==> config.mk <==
export PLATFORM = sky130hd
export DESIGN_NAME = branch_flush_unit
export DESIGN_NICKNAME = d
export VERILOG_FILES = /design/src/rtl/branch_flush_unit_pkg.sv /design/src/rtl/branch_flush_unit_sat_counter.sv /design/src/rtl/branch_flush_unit.sv
export SDC_FILE = /design/constraint.sdc
export NUM_CORES = 1
export LEC_CHECK = 0
export CORE_AREA = 2 2 104 106
export CTS_CLUSTER_SIZE = 40
export DETAILED_ROUTE_END_ITERATION = 7
export DIE_AREA = 0 0 106 108
export GPL_ROUTABILITY_DRIVEN = 0
export PLACE_DENSITY = 0.72
export SETUP_SLACK_MARGIN = 0.02
export SYNTH_ARGS = -nofsm -noshare
export SYNTH_HDL_FRONTEND = slang
export SYNTH_SLANG_ARGS = --single-unit
export TNS_END_PERCENT = 10
==> constraint.sdc <==
create_clock -name clk_i -period 8.7 [get_ports clk_i]
set_clock_uncertainty 0.2 [all_clocks]
set_input_delay 2.175 -clock clk_i [delete_from_list [all_inputs] [get_ports clk_i]]
set_output_delay 2.175 -clock clk_i [all_outputs]
set_load 0.02 [all_outputs]
==> src/rtl/branch_flush_unit_pkg.sv <==
// Shared definitions for branch prediction and flush control.
// Holds the next-PC select encodings and the counter reset-value helper.
package bp_pkg;

    localparam logic [1:0] PC_SRC_SEQ     = 2'b00;
    localparam logic [1:0] PC_SRC_ID_TGT  = 2'b01;
    localparam logic [1:0] PC_SRC_EX_TGT  = 2'b10;
    localparam logic [1:0] PC_SRC_EX_FALL = 2'b11;

    // Weakly not-taken: the largest value whose MSB is still clear.
    function automatic int unsigned ctr_rst_val(input int unsigned w);
        return (32'd1 << (w - 1)) - 32'd1;
    endfunction

endpackage

==> src/rtl/branch_flush_unit_sat_counter.sv <==
// Saturating up/down counter with a synchronous load.
// Exposes the next value so callers can bypass a same-cycle update.
module sat_counter #(
    parameter int unsigned W = 2
) (
    input  logic         clk_i,
    input  logic         load_i,
    input  logic [W-1:0] load_val_i,
    input  logic         inc_i,
    input  logic         dec_i,
    output logic [W-1:0] q_o,
    output logic [W-1:0] nxt_o
);

    localparam logic [W-1:0] MAX = '1;

    // Next value: load wins, then inc/dec clamped at the rails.
    always_comb begin
        nxt_o = q_o;
        if (load_i) begin
            nxt_o = load_val_i;
        end else if (inc_i && !dec_i && q_o != MAX) begin
            nxt_o = q_o + W'(1);
        end else if (dec_i && !inc_i && q_o != '0) begin
            nxt_o = q_o - W'(1);
        end
    end

    // Counter state register.
    always_ff @(posedge clk_i) begin
        q_o <= nxt_o;
    end

endmodule

==> src/rtl/branch_flush_unit.sv <==
// Branch predictor table, EX resolution and pipeline flush control.
// Table is a flop array so ID can read it combinationally with bypass.
module branch_flush_unit
    import bp_pkg::*;
#(
    parameter int unsigned PC_W  = 32,
    parameter int unsigned IDX_W = 4,
    parameter int unsigned CTR_W = 2,
    parameter int unsigned CNT_W = 16
) (
    input  logic             clk_i,
    input  logic             rst_i,
    input  logic             id_branch_i,
    input  logic [PC_W-1:0]  id_pc_i,
    output logic             id_predict_o,
    input  logic             ex_branch_i,
    input  logic [PC_W-1:0]  ex_pc_i,
    input  logic             ex_predict_i,
    input  logic             ex_zero_i,
    output logic             if_flush_o,
    output logic             id_flush_o,
    output logic [1:0]       pc_src_o,
    output logic [CNT_W-1:0] branch_cnt_o,
    output logic [CNT_W-1:0] mispredict_cnt_o
);

    localparam int unsigned N = 1 << IDX_W;
    localparam logic [CTR_W-1:0] CTR_RST = CTR_W'(ctr_rst_val(CTR_W));

    logic [IDX_W-1:0] id_idx;
    logic [IDX_W-1:0] ex_idx;
    logic [CTR_W-1:0] tbl_q   [N];
    logic [CTR_W-1:0] tbl_nxt [N];
    logic [CTR_W-1:0] id_ctr;
    logic             ex_upd;
    logic             mispredict;
    logic [CNT_W-1:0] br_nxt;
    logic [CNT_W-1:0] mis_nxt;
    logic             unused;

    assign id_idx = id_pc_i[IDX_W+1:2];
    assign ex_idx = ex_pc_i[IDX_W+1:2];
    assign ex_upd = ex_branch_i & ~rst_i;

    for (genvar i = 0; i < N; i++) begin : g_tbl
        sat_counter #(.W(CTR_W)) u_ctr (
            .clk_i      (clk_i),
            .load_i     (rst_i),
            .load_val_i (CTR_RST),
            .inc_i      (ex_upd & (ex_idx == IDX_W'(i)) & ex_zero_i),
            .dec_i      (ex_upd & (ex_idx == IDX_W'(i)) & ~ex_zero_i),
            .q_o        (tbl_q[i]),
            .nxt_o      (tbl_nxt[i])
        );
    end

    // Same-index EX training is forwarded to the ID lookup.
    always_comb begin
        id_ctr = tbl_q[id_idx];
        if (ex_upd && ex_idx == id_idx) begin
            id_ctr = tbl_nxt[ex_idx];
        end
    end

    assign id_predict_o = ~rst_i & id_branch_i & id_ctr[CTR_W-1];
    assign mispredict   = ex_upd & (ex_predict_i ^ ex_zero_i);
    assign id_flush_o   = mispredict;
    assign if_flush_o   = mispredict | id_predict_o;

    // Next-PC select: an EX mispredict overrides the ID prediction.
    always_comb begin
        pc_src_o = PC_SRC_SEQ;
        if (mispredict) begin
            pc_src_o = ex_zero_i ? PC_SRC_EX_TGT : PC_SRC_EX_FALL;
        end else if (id_predict_o) begin
            pc_src_o = PC_SRC_ID_TGT;
        end
    end

    sat_counter #(.W(CNT_W)) u_br_cnt (
        .clk_i      (clk_i),
        .load_i     (rst_i),
        .load_val_i ('0),
        .inc_i      (ex_branch_i),
        .dec_i      (1'b0),
        .q_o        (branch_cnt_o),
        .nxt_o      (br_nxt)
    );

    sat_counter #(.W(CNT_W)) u_mis_cnt (
        .clk_i      (clk_i),
        .load_i     (rst_i),
        .load_val_i ('0),
        .inc_i      (mispredict),
        .dec_i      (1'b0),
        .q_o        (mispredict_cnt_o),
        .nxt_o      (mis_nxt)
    );

    assign unused = ^{id_pc_i[PC_W-1:IDX_W+2], id_pc_i[1:0],
                      ex_pc_i[PC_W-1:IDX_W+2], ex_pc_i[1:0],
                      br_nxt, mis_nxt};

endmodule

==> flow_metrics.tcl <==
set metrics [dict create \
    run_status "complete, no violations" \
    power_uw 667.1 \
    clkSinkCount 64 \
    setup_tns_ns 0 \
    ios 107 \
    synth_fp_nets 634 \
    final_cells 711 \
    place_worst_setup_slack_ns 0.9934 \
    post_cts_resized 0 \
    cts-root-buf "clkbuf_8" \
    core_area_mm2 0.01023 \
    areaGrowthSynthToFinish_pct 16.73 \
    p_leak_uw 0.002010 \
    die_h_um 108 \
    postCtsSetupRepairBufs 0 \
    rsz0062_at_grt "no" \
    synth-edff-count 0 \
    antenna_found_initial 0 \
    cp.arrival_ns 5.39 \
    via_per_inst 5.505 \
    hold_viol 0 \
    clk_pin_slew_ns 0.07 \
    seq_area_frac_synth_pct 28.26 \
    cts_tree "built" \
    syn_inst 530 \
    syn_area_mm2 0.004533 \
    min_period_ns 7.761 \
    synth-seq-cells 64 \
    grt_max_degree 33 \
    hold-path-endpoint "u_mis_cnt.q_o[7]" \
    fin_ws_ns 0.9389 \
    required_ns 6.33 \
    cts_buffer_depth 2 \
    min-delay-start "u_mis_cnt.q_o[7]" \
    path_max_fanout 14 \
    grt_pass1_vias 3887 \
    reg2reg_depth 6 \
    irDropWorstVdd_uv 70.13 \
    powerDensity_mw_per_mm2 126.1 \
    endpoint_kind "primary output" \
    yosys_most_used_dff "dfxtp_1" \
    dp.cells 695 \
    wl_per_cell_um 14.95 \
    avgSynthCellArea_um2 8.553 \
    clock_latency_ns 0.35 \
    dpl.hpwl_mm 7.747 \
    synthDistinctLibCells 66 \
    start_util_pct 44.31 \
    holdBufCountCts 0 \
    grt_first_pass_wirelength_mm 18.13 \
    setup_violations 0 \
    dr.pass1.iters 4 \
    dieArea_mm2 0.01145 \
    final_nets 674 \
    yosys_warnings 0 \
    cts_inserted_buffers 9 \
    drt_wl_total_mm 10.63 \
    reg2reg_from "u_mis_cnt.q_o[4]" \
    grt_usage_pct 19.50 \
    max_freq_mhz 128.8 \
    drive_gt1_share_pct 8.348 \
    gr-total-overflow 0 \
    worst_r2r_endpoint "u_mis_cnt.q_o[13]" \
    dieWidth_um 106 \
    hold_path.class "flip-flop to flip-flop" \
    ys_async_sr_fraction_pct 0 \
    port_buffers 50 \
    row_count 37 \
    dr_total_vias 3914 \
    htreeDepth 3 \
    relSlewSlack_pct 50.20 \
    ant_nets 0 \
    cap_violations 0 \
    num_antenna_cells 0 \
    dr.first_iter.drc_count 186 \
    worstMarginPinSlew_ns 0.7446 \
    finalCritPeriodShare_pct 89.21 \
    worstHoldPathCells 2 \
    crit_type "primary input to primary output" \
    startpoint_type "primary input" \
    reg2reg_slack_ns 6.60 \
    slew_viol_final 0 \
    drc 0 \
]
==> worst max-delay path: stages <==
cell and delay, ns:
clkdlybuf4s50_1 0.95, and4bb_1 0.58, a21oi_1 0.12, a221oi_1 0.41, o311ai_2 0.18, a41oi_2 0.30
o22ai_1 0.11, clkdlybuf4s50_1 0.55
==> sequential cells by signal (all words and copies together), names as in the netlist <==
name and cells:
g_tbl.u_ctr.q_o 32, u_mis_cnt.q_o 16, u_br_cnt.q_o 16
==> placed cells by master, fill, tap and decap left out, types with 3 or more instances in the layout <==
master            n
o31a_1            3
buf_4             4
nor2_1           53
or3_1             9
mux4_2            5
nand3b_1          3
ha_1             34
o31ai_1           3
nor3_1           14
nand4_1          12
and4_1            3
nor3b_1           3
a211oi_1          3
clkdlybuf4s50_1  48
o41ai_2           3
nand3_1          21
a21oi_1          20
nand2b_1          4
nand2_1          44
inv_1            45
a32oi_1           3
dfxtp_1          64
xor2_1           14
nor2b_1          11
and2_1            9
o21ai_1           6
and3_1            8
o21ai_0          13
mux2i_1          13
clkbuf_8         10
o32ai_1           3
xnor2_1          29
a32o_1            5
a31oi_1           5
==> metal layers <==
metal	part of all wire, %	track usage, %
met2	50	33.32
met1	46	24.57
met4	2.0	8.459
met5	0	0
met3	2.5	2.893
==> how the worst max path moves through the flow <==
stage                from           to  slack, ns  cells past startpoint
6_report       ex_pc_i[4]  pc_src_o[0]       0.94                      8
5_1_grt        ex_pc_i[5]   if_flush_o       0.81                     10
4_1_cts        ex_pc_i[4]  pc_src_o[0]       0.98                      8
3_5_place_dp   ex_pc_i[4]  pc_src_o[0]       0.99                      8
3_3_place_gp   ex_pc_i[4]  pc_src_o[0]       1.03                      8
2_1_floorplan   ex_zero_i  pc_src_o[0]       2.44                      8
==> synth_stat cells, drive strengths merged (4+ instances only) <==
cell type | number | share of area [%]
a21oi | 21 | 2.6
a31oi | 5 | 0.69
a32o | 5 | 1.1
and2 | 9 | 1.2
and3 | 8 | 1.1
buf | 17 | 2.9
clkbuf | 8 | 0.66
dfxtp | 64 | 28
ha | 34 | 9.4
inv | 45 | 3.7
mux2i | 13 | 2.9
mux4 | 5 | 2.5
nand2 | 46 | 3.9
nand2b | 4 | 0.55
nand3 | 21 | 2.3
nand4 | 14 | 2.4
nor2 | 53 | 4.4
nor2b | 11 | 1.5
nor3 | 15 | 1.8
nor4 | 4 | 1.0
o21ai | 19 | 2.1
or3 | 9 | 1.2
xnor2 | 29 | 5.6
xor2 | 14 | 2.7
==> kinds of logic after synthesis <==
logic type,Yosys count,share of synthesized area [%]
multiplexers,18,5.355
AND/OR/NAND/NOR,218,27.16
XOR/XNOR,43,8.308
buffers and inverters,71,7.369
flip-flops,64,28.26
AO/OA/AOI/OAI,82,14.16
adder cells (fa/ha/maj),34,9.385
==> report_power, final <==
part	leakage (uW)	switching, uW	internal, uW	total (uW)
clock network	0.000117	125	171	296
registers	0.000517	3.58	296	299
logic	0.00138	44.1	27.8	71.9
==> final cells by class <==
| cell class | count | area, um2 |
|---|---|---|
| Multi-Input combinational cell | 395 | 2918 |
| Clock inverter | 6 | 91.34 |
| Timing Repair Buffer | 54 | 520.5 |
| Tap cell | 136 | 170.2 |
| Inverter | 46 | 172.7 |
| Sequential cell | 64 | 1281 |
| Clock buffer | 10 | 137.6 |
| Fill cell | 956 | 4940 |
==> through the flow <==
step | instance area, um2 | hold WS [ns] | utilization (%)
after floorplan | 4533 | 0.2711 | -
after global placement | 5062 | 0.2849 | 49.48
after detailed placement | 5062 | 0.3073 | 49.48
after CTS | 5291 | 0.3155 | 51.72
after global routing | 5291 | 0.3548 | 51.72
final | 5291 | 0.3149 | 51.72
Power figures use the tool's default switching activity.
